`config.mk`:
```
export PLATFORM = sky130hd
export DESIGN_NAME = ps2_kb_decoder_flat
export DESIGN_NICKNAME = d
export VERILOG_FILES = /design/src/rtl/kb_pkg.sv /design/src/rtl/ps2_kb_decoder_if.sv /design/src/rtl/ps2_kb_decoder_frame_rx.sv /design/src/rtl/ps2_kb_decoder.sv /design/src/flat_wrapper.sv
export SDC_FILE = /design/constraint.sdc
export NUM_CORES = 1
export LEC_CHECK = 0
export ABC_AREA = 0
export CAP_MARGIN = 20
export CORE_MARGIN = 5
export CORE_UTILIZATION = 58
export DETAILED_ROUTE_END_ITERATION = 6
export PLACE_DENSITY = 0.83
export SLEW_MARGIN = 20
export SYNTH_ARGS = -nofsm -noshare
export SYNTH_HDL_FRONTEND = slang
export SYNTH_SLANG_ARGS = --single-unit
```
`constraint.sdc`:
```
create_clock -name clk -period 2.95 [get_ports clk]
set_input_delay 0.59 -clock clk [delete_from_list [all_inputs] [get_ports clk]]
set_output_delay 0.59 -clock clk [all_outputs]
set_load 0.1 [all_outputs]
```
`src/rtl/kb_pkg.sv`:
```
// Shared constants and the frame FSM state type for the PS/2 keyboard decoder.
package kb_pkg;

  localparam logic [7:0] SC_BREAK  = 8'hF0;
  localparam logic [7:0] SC_EXT    = 8'hE0;
  localparam logic [7:0] SC_LSHIFT = 8'h12;
  localparam logic [7:0] SC_RSHIFT = 8'h59;
  localparam logic [7:0] SC_CAPS   = 8'h58;
  localparam logic [7:0] SC_BKSP   = 8'h66;
  localparam logic [7:0] SC_ENTER  = 8'h5A;

  localparam int KB_SHIFT_BIT = 0;
  localparam int KB_CAPS_BIT  = 1;

  typedef enum logic [1:0] {IDLE, DATA, PARITY, STOP} frame_state_e;

  function automatic logic is_shift(input logic [7:0] b);
    return (b == SC_LSHIFT) || (b == SC_RSHIFT);
  endfunction

endpackage

```
`src/rtl/ps2_kb_decoder_if.sv`:
```
// PS/2 pins in, decoded key state out; rx_state exposes the frame FSM for observation.
interface ps2_kb_decoder_if;
  import kb_pkg::*;

  logic         ps2_clk;
  logic         ps2_data;
  logic [7:0]   scancode;
  logic [1:0]   kb_state;
  logic         key_valid;
  logic         key_ext;
  logic         frame_err;
  frame_state_e rx_state;

  modport master (
    input  ps2_clk, ps2_data,
    output scancode, kb_state, key_valid, key_ext, frame_err, rx_state
  );

  modport slave (
    output ps2_clk, ps2_data,
    input  scancode, kb_state, key_valid, key_ext, frame_err, rx_state
  );

endinterface

```
`src/rtl/ps2_kb_decoder_frame_rx.sv`:
```
// Pin synchronisers, 11-bit PS/2 frame FSM and mid-frame timeout.
module ps2_frame_rx
  import kb_pkg::*;
#(
    parameter int TIMEOUT_CYCLES = 50000,
    parameter int SYNC_STAGES    = 2
) (
    input  logic         clk,
    input  logic         rst,
    input  logic         ps2_clk_i,
    input  logic         ps2_data_i,
    output logic [7:0]   rx_byte,
    output logic         byte_ok,
    output logic         err,
    output logic         tmo,
    output frame_state_e state_o
);

    localparam int CW = $clog2(TIMEOUT_CYCLES) + 1;
    localparam logic [CW-1:0] TMO_LAST = CW'(TIMEOUT_CYCLES - 1);

    logic [SYNC_STAGES-1:0] clk_sync_q, clk_sync_d;
    logic [SYNC_STAGES-1:0] dat_sync_q, dat_sync_d;
    logic                   clk_prev_q, clk_prev_d;
    frame_state_e           state_q, state_d;
    logic [2:0]             bit_cnt_q, bit_cnt_d;
    logic [7:0]             shreg_q, shreg_d;
    logic                   par_q, par_d;
    logic [CW-1:0]          cnt_q, cnt_d;
    logic                   fall, data_bit;

    always_ff @(posedge clk) begin
        if (rst) begin
            clk_sync_q <= '1;
            dat_sync_q <= '1;
            clk_prev_q <= 1'b1;
            state_q    <= IDLE;
            bit_cnt_q  <= '0;
            shreg_q    <= '0;
            par_q      <= 1'b0;
            cnt_q      <= '0;
        end else begin
            clk_sync_q <= clk_sync_d;
            dat_sync_q <= dat_sync_d;
            clk_prev_q <= clk_prev_d;
            state_q    <= state_d;
            bit_cnt_q  <= bit_cnt_d;
            shreg_q    <= shreg_d;
            par_q      <= par_d;
            cnt_q      <= cnt_d;
        end
    end

    always_comb begin
        clk_sync_d = {clk_sync_q[SYNC_STAGES-2:0], ps2_clk_i};
        dat_sync_d = {dat_sync_q[SYNC_STAGES-2:0], ps2_data_i};
        clk_prev_d = clk_sync_q[SYNC_STAGES-1];
        fall       = clk_prev_q & ~clk_sync_q[SYNC_STAGES-1];
        data_bit   = dat_sync_q[SYNC_STAGES-1];
        state_d    = state_q;
        bit_cnt_d  = bit_cnt_q;
        shreg_d    = shreg_q;
        par_d      = par_q;
        byte_ok    = 1'b0;
        err        = 1'b0;
        tmo        = 1'b0;
        cnt_d      = (state_q == IDLE || fall) ? '0 : cnt_q + 1'b1;
        if (fall) begin
            case (state_q)
                IDLE: begin
                    if (!data_bit) begin
                        state_d   = DATA;
                        bit_cnt_d = '0;
                    end else begin
                        err = 1'b1;
                    end
                end
                DATA: begin
                    shreg_d   = {data_bit, shreg_q[7:1]};
                    bit_cnt_d = bit_cnt_q + 1'b1;
                    if (bit_cnt_q == 3'd7) state_d = PARITY;
                end
                PARITY: begin
                    par_d   = data_bit;
                    state_d = STOP;
                end
                STOP: begin
                    // Odd parity across data and parity bit, plus a high stop bit.
                    if (data_bit && (^{shreg_q, par_q})) byte_ok = 1'b1;
                    else err = 1'b1;
                    state_d = IDLE;
                end
                default: state_d = IDLE;
            endcase
        end else if (state_q != IDLE && cnt_q == TMO_LAST) begin
            state_d = IDLE;
            tmo     = 1'b1;
            cnt_d   = '0;
        end
    end

    assign rx_byte = shreg_q;
    assign state_o = state_q;

endmodule

```
`src/rtl/ps2_kb_decoder.sv`:
```
// Decodes PS/2 make/break/extended byte streams into held scancode and modifier state.
module ps2_kb_decoder
  import kb_pkg::*;
#(
    parameter int TIMEOUT_CYCLES = 50000,
    parameter int SYNC_STAGES    = 2
) (
    input  logic             clk,
    input  logic             rst,
    ps2_kb_decoder_if.master bus
);

    logic [7:0] rx_byte;
    logic       byte_ok, err, tmo;

    logic [7:0] scancode_q, scancode_d;
    logic [1:0] kb_state_q, kb_state_d;
    logic       key_valid_q, key_valid_d;
    logic       key_ext_q, key_ext_d;
    logic       frame_err_q, frame_err_d;
    logic       break_pend_q, break_pend_d;
    logic       ext_pend_q, ext_pend_d;
    logic       same_key;

    ps2_frame_rx #(
        .TIMEOUT_CYCLES(TIMEOUT_CYCLES),
        .SYNC_STAGES   (SYNC_STAGES)
    ) u_rx (
        .clk       (clk),
        .rst       (rst),
        .ps2_clk_i (bus.ps2_clk),
        .ps2_data_i(bus.ps2_data),
        .rx_byte   (rx_byte),
        .byte_ok   (byte_ok),
        .err       (err),
        .tmo       (tmo),
        .state_o   (bus.rx_state)
    );

    always_ff @(posedge clk) begin
        if (rst) begin
            scancode_q   <= '0;
            kb_state_q   <= '0;
            key_valid_q  <= 1'b0;
            key_ext_q    <= 1'b0;
            frame_err_q  <= 1'b0;
            break_pend_q <= 1'b0;
            ext_pend_q   <= 1'b0;
        end else begin
            scancode_q   <= scancode_d;
            kb_state_q   <= kb_state_d;
            key_valid_q  <= key_valid_d;
            key_ext_q    <= key_ext_d;
            frame_err_q  <= frame_err_d;
            break_pend_q <= break_pend_d;
            ext_pend_q   <= ext_pend_d;
        end
    end

    always_comb begin
        scancode_d   = scancode_q;
        kb_state_d   = kb_state_q;
        key_valid_d  = 1'b0;
        key_ext_d    = key_ext_q;
        frame_err_d  = err;
        break_pend_d = break_pend_q;
        ext_pend_d   = ext_pend_q;
        // A key matches the held one only if its E0 prefix state matches too.
        same_key     = (rx_byte == scancode_q) && (ext_pend_q == key_ext_q);
        if (err || tmo) begin
            break_pend_d = 1'b0;
            ext_pend_d   = 1'b0;
        end else if (byte_ok) begin
            if (rx_byte == SC_BREAK) begin
                break_pend_d = 1'b1;
            end else if (rx_byte == SC_EXT) begin
                ext_pend_d = 1'b1;
            end else if (break_pend_q) begin
                if (!ext_pend_q && is_shift(rx_byte)) kb_state_d[KB_SHIFT_BIT] = 1'b0;
                if (same_key) begin
                    scancode_d = '0;
                    key_ext_d  = 1'b0;
                end
                break_pend_d = 1'b0;
                ext_pend_d   = 1'b0;
            end else begin
                key_valid_d = 1'b1;
                if (!same_key) begin
                    scancode_d = rx_byte;
                    key_ext_d  = ext_pend_q;
                    if (!ext_pend_q && is_shift(rx_byte)) kb_state_d[KB_SHIFT_BIT] = 1'b1;
                    if (!ext_pend_q && rx_byte == SC_CAPS)
                        kb_state_d[KB_CAPS_BIT] = ~kb_state_q[KB_CAPS_BIT];
                end
                ext_pend_d = 1'b0;
            end
        end
    end

    assign bus.scancode  = scancode_q;
    assign bus.kb_state  = kb_state_q;
    assign bus.key_valid = key_valid_q;
    assign bus.key_ext   = key_ext_q;
    assign bus.frame_err = frame_err_q;

endmodule
```
`src/flat_wrapper.sv`:
```
// flat-port wrapper written by rule: the top's interface ports become plain ports
module ps2_kb_decoder_flat import kb_pkg::*;
#(
    parameter int TIMEOUT_CYCLES = 50000,
    parameter int SYNC_STAGES    = 2
)
  (clk, rst, bus_ps2_clk, bus_ps2_data, bus_scancode, bus_kb_state, bus_key_valid, bus_key_ext, bus_frame_err, bus_rx_state);
  ps2_kb_decoder_if bus_i ();
  input  logic clk;
  input  logic rst;
  input wire logic [$bits(bus_i.ps2_clk)-1:0] bus_ps2_clk;
  input wire logic [$bits(bus_i.ps2_data)-1:0] bus_ps2_data;
  output wire logic [$bits(bus_i.scancode)-1:0] bus_scancode;
  output wire logic [$bits(bus_i.kb_state)-1:0] bus_kb_state;
  output wire logic [$bits(bus_i.key_valid)-1:0] bus_key_valid;
  output wire logic [$bits(bus_i.key_ext)-1:0] bus_key_ext;
  output wire logic [$bits(bus_i.frame_err)-1:0] bus_frame_err;
  output wire logic [$bits(bus_i.rx_state)-1:0] bus_rx_state;
  assign bus_i.ps2_clk = bus_ps2_clk;
  assign bus_i.ps2_data = bus_ps2_data;
  assign bus_scancode = bus_i.scancode;
  assign bus_kb_state = bus_i.kb_state;
  assign bus_key_valid = bus_i.key_valid;
  assign bus_key_ext = bus_i.key_ext;
  assign bus_frame_err = bus_i.frame_err;
  assign bus_rx_state = bus_i.rx_state;
  ps2_kb_decoder #(.TIMEOUT_CYCLES(TIMEOUT_CYCLES), .SYNC_STAGES(SYNC_STAGES)) u_core (.clk(clk), .rst(rst), .bus(bus_i));
endmodule
```
==> results.ini, run 1 <==
[drt]
vias=1907
avgRoutedWirePerCell_um=12.9
vias_per_cell=5.43
drtIter0Drc=93
first_pass_iters=4
drc=0
wl_um=4540
antenna_left=0

[clock_tree]
cts_setup_buffers=0
cts.root.buffer_cell=clkbuf_8
cts.repair.resized=0
path_clk_slew_ns=0.09
numCtsBuffers=5
hold_buffers=0
insertion_delay_ns=0.30
cts_max_path_buffers=2
tritoncts=done
clock-sinks=51
cts-htree-levels=2

[hold_path]
hp-class=register to register
min-delay-start=u_core.u_rx.dat_sync_q[0]

[place]
gp_congestion=0.803
placed_cell_area_um2=2660
pre_cts_ws_ns=0.653
portBuffers=18
post-dp-hpwl_um=3330

[layout]
final_cell_mix=51 x dfxtp_1, 31 x nand2_1, 30 x nor2_1, 19 x nand3_1, 18 x buf_4
antenna_cells=0
design_area_um2=2740
drive_gt1_share_pct=11.4
areaGrowthSynthToFinish_pct=8.85
layout_commonest_cell=dfxtp_1
fin_nets=312

[logic_synthesis]
synth_cell_types=41
yosysWarnings=0
syn_area_um2=2520
synth_top_area_share_pct=40.6
synth-seq-area-share_pct=40.6
syn_area_per_cell_um2=8.77
ys_top_cells_by_area=dfxtp_1 41%, xor2_1 5.2%, ha_1 5.0%
postSynthNetCount=301
synth_cells=287
ys_ff_latch=51
synth_largest_area_cell=dfxtp_1

[timing]
tightest_slew_ns=0.611
slew_viol_final=0
finalHoldViolations=0
post-route-min-period_ns=2.33
period_share_pct=78.9
hold_ws_ns=0.414
max_slew_margin_pct=59.1
layout_setup_ws_ns=0.623
fmax_mhz=430
skew_ns=0.00408
rsz0062_at_grt=no
finalSetupViolCount=0
fin_setup_tns_ns=0

[die]
dieWidth_um=75.9
die_h_um=75.9
io_pins=19
core-area_um2=4290
design.die.area_um2=5760
initial_core_util_pct=58.6
rows=24

[power]
combPwrFrac_pct=3.1
p_leak_uw=0.000981
power.density_nw_per_um2=405
ir_drop_uv=312
swShare_pct=21.5
p_sw_uw=239
p_int_uw=872
clkPwrFrac_pct=34.4
seqPwrFrac_pct=62.5
total_power_uw=1110

[critical_path]
path_max_fanout=10
cp-end-kind=register
critPathLaunchType=register
r2r-start=u_core.u_rx.rx_byte[3]
crit_start=u_core.u_rx.rx_byte[3]
worstSetupPathType=register to register
required_ns=3.18
crit_arrival_ns=2.56

[grt]
grt_max_degree=22
gr-total-overflow=0
grt_first_pass_wirelength_um=8180
grt_usage_pct=18.4
grt_antenna_before_repair=0
grt_pass1_vias=1850

[job]
cap_violations=0

[outcome]
outcome=finished clean

==> sequential cells by signal, indices dropped and copies added, names as in the netlist, 2 cells and up <==
| signal | cells |
|---|---|
| u_core.u_rx.bit_cnt_q | 3 |
| u_core.u_rx.clk_sync_q | 2 |
| u_core.bus.kb_state | 2 |
| u_core.u_rx.state_o | 2 |
| u_core.u_rx.cnt_q | 17 |
| u_core.u_rx.rx_byte | 8 |
| u_core.bus.scancode | 8 |
| u_core.u_rx.dat_sync_q | 2 |
==> per-stage QoR <==
stage / cells / util [%]
4_1_cts: 351 / 63.8
6_report: 351 / 63.8
3_3_place_gp: 343 / 61.9
5_1_grt: 351 / 63.8
2_1_floorplan: 287 / -
3_5_place_dp: 343 / 61.9
==> cells in the mapped netlist <==
cell type / number
mux2i_1: 10
nor4_1: 4
a21oi_1: 16
xor2_1: 15
or3_1: 2
a311o_1: 1
inv_1: 6
nand3b_1: 1
mux2i_2: 1
o21ai_2: 1
ha_1: 10
nand3_1: 19
o41ai_1: 1
nor3_1: 7
o21ai_0: 3
nand4b_1: 3
o21a_1: 1
nor2_1: 30
nor4b_1: 2
buf_4: 2
nand2_1: 31
nor2b_1: 3
dfxtp_1: 51
a32oi_1: 2
a31oi_1: 1
or4_1: 3
xnor3_2: 2
nand4_1: 4
and3_1: 3
nor2_4: 1
or2_2: 5
nor4bb_1: 1
clkbuf_1: 11
xnor2_1: 13
and4_1: 1
buf_6: 2
o2111ai_1: 1
and2_1: 2
buf_2: 2
o31ai_1: 2
nand2b_1: 11
==> cells by family after synthesis <==
logic type                 Yosys count  share of synthesized area, %
buffers and inverters               23                          4.42
muxes                               11                          4.52
DFF                                 51                          40.6
and+or+nand+nor                    133                          26.8
AOI/OAI and AO/OA                   29                          7.06
adders and majority gates           10                          4.97
xor gates and xnor gates            30                          11.6
==> power by group through the flow <==
stage               clock network, uW  registers (uW)  logic, uW
finish                            382             694       34.9
global placement                    0             710       34.3
floorplan                           0             713       21.0
detailed placement                  0             710       34.8
CTS                               391             694       34.9
global route                      429             695       38.2
==> routing by layer <==
metal / global-route usage, % / part of all wire (%) / vias up
met2: 30.4 / 48 / 34
met1: 22.5 / 45 / 872
li1: - / - / 991
met3: 3.96 / 4.3 / 10
met4: 8.74 / 2.7 / 0
met5: 0 / 0 / -
==> worst paths after layout <==
path                                    end  slack [ns]  depth (start not counted)
hold reg to reg   u_core.u_rx.dat_sync_q[1]        0.41                          1
setup reg to reg     u_core.bus.scancode[1]        0.62                          6
setup / recovery     u_core.bus.scancode[1]        0.62                          6
hold / removal    u_core.u_rx.dat_sync_q[1]        0.41                          1
==> worst max-delay path: stages, from the launching register on <==
cell and delay [ns]:
dfxtp_1 0.52, xnor3_2 0.54, a311o_1 0.28, mux2i_1 0.20, o21ai_2 0.15, nor2_4 0.32, mux2i_1 0.24
==> final cells by class <==
type                            count  area [um2]
Multi-Input combinational cell    213        1390
Clock buffer                        7        76.3
Tap cell                           52        65.1
Inverter                            6        22.5
Clock inverter                      1        5.00
Sequential cell                    51        1020
Timing Repair Buffer               21         165
Fill cell                         363        1550
Note: power is estimated with default switching activity, not from simulation.
==> run 2: changes to the inputs <==
Settings changed: CORE_UTILIZATION 58 to 52, PLACE_DENSITY 0.83 to 0.79.
Clock period 2.95 ns to 1.97 ns, I/O delays scaled along.
==> run 2 against run 1 <==
The flow now finishes with violations (negative setup slack). Via count grew 10%. Total power rose by 61%. Count of clock-buffer cells in the layout did not move. Maximum frequency rose by 16%. Register-to-register slack worse by 0.67 ns.
==> results.ini, run 2 (synthesized netlist as in run 1, its figures left out) <==
[outcome]
outcome=finished, violations left
violations=negative setup slack

[grt]
gr-total-overflow=0  ; unchanged
grt_pass1_vias=1988  ; +7.5%
grt_first_pass_wirelength_um=9040  ; +10%
grt_antenna_before_repair=0  ; unchanged
grt_max_degree=36  ; +64%
grt_usage_pct=18.0  ; -0.36 points

[layout]
regMostFlops=u_core.u_rx.cnt_q
final_core_util_pct=67.8  ; +4.0 points
drive_gt1_share_pct=27.7  ; +16 points
antenna_cells=0  ; unchanged
areaGrowthSynthToFinish_pct=27.1
largest_reg_flops=17  ; unchanged
final_cell_mix=43 x buf_4, 35 x dfxtp_1, 31 x nand2_1, 30 x nor2_1, 18 x nand3_1
layout_commonest_cell=buf_4
nFillCells=366  ; +0.83%
fin_nets=341  ; +9.3%

[power]
p_leak_uw=0.00118  ; +21%
clkPwrFrac_pct=39.2  ; +4.8 points
p_sw_uw=381  ; +59%
ir_drop_uv=318  ; +2.0%
swShare_pct=21.3  ; -0.20 points
p_int_uw=1410  ; +61%
combPwrFrac_pct=3.6  ; +0.5 points
power.density_nw_per_um2=558  ; +38%
seqPwrFrac_pct=57.2  ; -5.3 points

[critical_path]
cp-end-kind=register
critPathLaunchType=register
crit_arrival_ns=2.26  ; -0.30 ns
required_ns=2.22  ; -0.96 ns
worstSetupPathType=register to register
path_max_fanout=5  ; -5

[timing]
skew_ns=0.00574  ; +0.00167 ns
hold_ws_ns=0.414  ; +0.0000270 ns
fin_setup_tns_ns=-0.107  ; -0.107 ns
rsz0062_at_grt=yes
slew_viol_final=0  ; unchanged
tightest_slew_ns=0.342  ; -0.268 ns
fmax_mhz=497  ; +16%
period_share_pct=102  ; +23 points
finalSetupViolCount=4  ; +4
post-route-min-period_ns=2.01  ; -0.315 ns
layout_setup_ws_ns=-0.0420  ; -0.665 ns
max_slew_margin_pct=76.9  ; +18 points
finalHoldViolations=0  ; unchanged

[clock_tree]
hold_buffers=0  ; unchanged
cts_max_path_buffers=2  ; unchanged
clock-sinks=51  ; unchanged
insertion_delay_ns=0.30  ; about the same
cts-htree-levels=2  ; unchanged
cts.root.buffer_cell=clkbuf_8
tritoncts=done
path_clk_slew_ns=0.09  ; about the same
numCtsBuffers=5  ; unchanged

[place]
pre_cts_ws_ns=-0.0809  ; -0.733 ns
post-dp-hpwl_um=3660  ; +10%
gp_congestion=0.838  ; +4.4%
portBuffers=18  ; unchanged

[die]
io_pins=19  ; unchanged
design.die.area_um2=6330  ; +10%
die_h_um=79.6  ; +4.9%
initial_core_util_pct=53.3  ; -5.3 points
dieWidth_um=79.6  ; +4.9%
rows=25  ; +4.2%
core-area_um2=4720  ; +10%

[drt]
wl_um=5520  ; +22%
avgRoutedWirePerCell_um=14.0  ; +8.0%
drtIter0Drc=126  ; +35%
first_pass_iters=4  ; unchanged
vias_per_cell=5.32  ; -2.0%
antenna_left=0  ; unchanged
drc=0  ; unchanged
vias=2103  ; +10%

[job]
cap_violations=0  ; unchanged

[hold_path]
hp-class=register to register

## run 2: worst paths after layout
| check | from | end | slack, ns | cells past startpoint |
|---|---|---|---|---|
| hold reg to reg | u_core.u_rx.dat_sync_q[0] | u_core.u_rx.dat_sync_q[1] | 0.41 | 1 |
| setup reg to reg | u_core.u_rx.rx_byte[5] | u_core.bus.kb_state[1] | -0.04 | 8 |
| setup / recovery | u_core.u_rx.rx_byte[5] | u_core.bus.kb_state[1] | -0.04 | 8 |
| hold / removal | u_core.u_rx.dat_sync_q[0] | u_core.u_rx.dat_sync_q[1] | 0.41 | 1 |
## run 2: layout make-up
cell class / count / area (um2) / share of cell area [%]
flip-flops and latches: 51 / 1070 / 33.5
repair buffers: 50 / 424 / 13.3
well taps: 67 / 83.8 / 2.62
inverters: 6 / 22.5 / 0.704
clock buffers: 7 / 108 / 3.36
clock inverters: 1 / 5.00 / 0.156
multi-input cells: 213 / 1490 / 46.4
## run 2: repair_timing
action                                  CTS  global route
setup buffers                             4             1
endpoints found under the setup margin    7            13
pin swaps                                 3             6
resized for setup                         5            14
## run 2: stage by stage
| step | cell area (um2) | power [uW] | instances |
|---|---|---|---|
| after global routing | 3200 | 1870 | 395 |
| after global placement | 2960 | 1110 | 382 |
| after detailed placement | 2960 | 1110 | 382 |
| final | 3200 | 1790 | 395 |
| after floorplan | 2580 | 1080 | 287 |
| after CTS | 3130 | 1800 | 394 |
## run 2: layer usage
layer	global-route usage, %	up-vias	wire length [um]
met4	6.01	0	97
met2	30.2	56	2730
met1	22.4	978	2410
met5	0	-	0
li1	-	1059	-
met3	4.51	10	284
## run 2: worst max-delay path, stage by stage (launching register included)
cell     delay, ns
dfxtp_4       0.37
buf_4         0.14
buf_4         0.14
and2_1        0.13
a311o_1       0.34
mux2i_4       0.18
o21ai_4       0.11
or4_1         0.42
a21oi_2       0.12
## run 2: power groups by stage
stage	Combinational (uW)	Clock, uW	Sequential, uW
detailed placement	61.0	0	1050
global route	69.3	777	1020
floorplan	31.5	0	1050
finish	64.0	701	1020
global placement	60.6	0	1050
CTS	61.1	719	1020
==> run 3: changes to the inputs <==
Settings changed: CAP_MARGIN 20 to not set, CORE_ASPECT_RATIO set to 0.6.
==> run 3 against run 2 <==
The flow still finishes with violations (negative setup slack). Utilization up 0.25 points. Routed wire length up 1.6%. Final cell count down 1.8%. Combinational power down 0.8%. Global-route usage down 0.19 points. Total power down 6.4%. Sequential power about the same. Setup slack worse by 0.0065 ns. First-iteration DRC count up 29%. Via count up 0.14%. Critical endpoint unchanged.
==> results.ini, run 3 (synthesized netlist as in run 1, its figures left out) <==
[die]
core-area_um2=4640  ; -1.9%
io_pins=19  ; unchanged
dieWidth_um=99.8  ; +25%
die_h_um=63.9  ; -20%
design.die.area_um2=6380  ; +0.72%
rows=19  ; -24%
initial_core_util_pct=54.3  ; +1.0 points

[clock_tree]
insertion_delay_ns=0.30  ; about the same
cts_max_path_buffers=2  ; unchanged
clock-sinks=51  ; unchanged
numCtsBuffers=5  ; unchanged
hold_buffers=0  ; unchanged
cts-htree-levels=2  ; unchanged
tritoncts=done
cts.root.buffer_cell=clkbuf_8
path_clk_slew_ns=0.09  ; about the same

[place]
placed_cell_area_um2=2940  ; -0.42%
portBuffers=18  ; unchanged
dp_cells=377  ; -1.3%
gp_congestion=0.853  ; +1.9%
post-dp-hpwl_um=3960  ; +8.1%
pre_cts_ws_ns=-0.0643  ; +0.0166 ns

[drt]
wl_um=5610  ; +1.6%
drc=0  ; unchanged
avgRoutedWirePerCell_um=14.5  ; +3.5%
vias_per_cell=5.43  ; +1.9%
drtIter0Drc=162  ; +29%
vias=2106  ; +0.14%
antenna_left=0  ; unchanged
first_pass_iters=4  ; unchanged

[timing]
fmax_mhz=495  ; -0.32%
tightest_slew_ns=0.435  ; +0.0926 ns
finalHoldViolations=0  ; unchanged
hold_ws_ns=0.426  ; +0.0128 ns
skew_ns=0.00603  ; +0.000284 ns
slew_viol_final=0  ; unchanged
post-route-min-period_ns=2.02  ; +0.00649 ns
max_slew_margin_pct=70.7  ; -6.2 points
period_share_pct=102  ; +0.33 points
rsz0062_at_grt=yes
layout_setup_ws_ns=-0.0485  ; -0.00649 ns
finalSetupViolCount=3  ; -1

[power]
p_leak_uw=0.00115  ; -3.4%
ir_drop_uv=459  ; +44%
power.density_nw_per_um2=530  ; -5.0%

[layout]
final_core_util_pct=68.0  ; +0.25 points
largest_reg_flops=17  ; unchanged
nFillCells=353  ; -3.6%
layoutNonFillerInstCount=388  ; -1.8%
layout_commonest_cell=buf_4
antenna_cells=0  ; unchanged
regMostFlops=u_core.u_rx.cnt_q
areaGrowthSynthToFinish_pct=25.2
fin_nets=338  ; -0.88%
drive_gt1_share_pct=28.0  ; +0.26 points
final_cell_mix=40 x buf_4, 33 x dfxtp_1, 31 x nand2_1, 30 x nor2_1, 19 x nand3_1
design_area_um2=3150  ; -1.5%

[grt]
grt_usage_pct=17.8  ; -0.19 points
grt_first_pass_wirelength_um=9310  ; +3.0%
grt_max_degree=36  ; unchanged
gr-total-overflow=0  ; unchanged
grt_antenna_before_repair=0  ; unchanged
grt_pass1_vias=1968  ; -1.0%

[hold_path]
hp-class=register to register

[critical_path]
cp-end-kind=register
crit_arrival_ns=2.27  ; about the same
required_ns=2.22  ; about the same
worstSetupPathType=register to register
critPathLaunchType=register
path_max_fanout=5  ; unchanged

[outcome]
violations=negative setup slack
outcome=finished, violations left

[job]
cap_violations=0  ; unchanged

[run 3: cell count changes in the layout (fill, tap and decap cells not counted), sizes merged]
cell,previous run,this run
buf,47,44
[run 3: stage by stage]
| step | total power (uW) | TNS, ns |
|---|---|---|
| global placement | 1110 | 0 |
| finish | 1670 | -0.0948 |
| detailed placement | 1110 | -0.189 |
| floorplan | 1080 | -0.608 |
| global route | 1740 | -0.311 |
| CTS | 1680 | -0.0389 |
[run 3: worst max-delay path, stage by stage, from the launching register on]
cell and delay (ns):
dfxtp_4 0.39, ha_4 0.15, nand4b_1 0.17, a311o_1 0.41, mux2i_4 0.19, o21ai_4 0.11, or4_4 0.43, a21oi_2 0.12
[run 3: metal layers]
| layer | vias to the layer above | wire (um) | GRT usage [%] |
|---|---|---|---|
| met1 | 978 | 2750 | 26.7 |
| met2 | 67 | 2350 | 25.4 |
| met5 | - | 0 | 0 |
| met4 | 0 | 55 | 4.26 |
| li1 | 1052 | - | - |
| met3 | 9 | 456 | 4.46 |
[run 3: repair_timing]
action	CTS	global route
hold endpoints to repair	0	0
resized for setup	10	14
pin swaps	3	5
setup endpoints to repair	11	12
setup buffers	1	2
[run 3: area by class of cell]
type                            instances  area (um2)  area share, %
Tap cell                               63        78.8           2.50
Multi-Input combinational cell        213        1500           47.4
Timing Repair Buffer                   47         402           12.7
Sequential cell                        51        1070           34.0
Clock buffer                            7        76.3           2.42
Inverter                                6        22.5          0.714
Clock inverter                          1        5.00          0.159
[run 3: where the power goes]
group	switching (uW)	leakage [uW]	internal, uW	total, uW
Combinational	37.5	0.000678	26.0	63.5
Sequential	3.10	0.000425	1020	1020
Clock	336	0.0000422	250	586
Total	377	0.00115	1290	1670
[run 3: path summary, 6_finish.rpt]
path	from	end	slack (ns)	cells past startpoint
setup / recovery	u_core.u_rx.state_o[1]	u_core.bus.kb_state[1]	-0.05	7
hold / removal	u_core.u_rx.dat_sync_q[0]	u_core.u_rx.dat_sync_q[1]	0.43	1
setup reg to reg	u_core.u_rx.state_o[1]	u_core.bus.kb_state[1]	-0.05	7
hold reg to reg	u_core.u_rx.dat_sync_q[0]	u_core.u_rx.dat_sync_q[1]	0.43	1
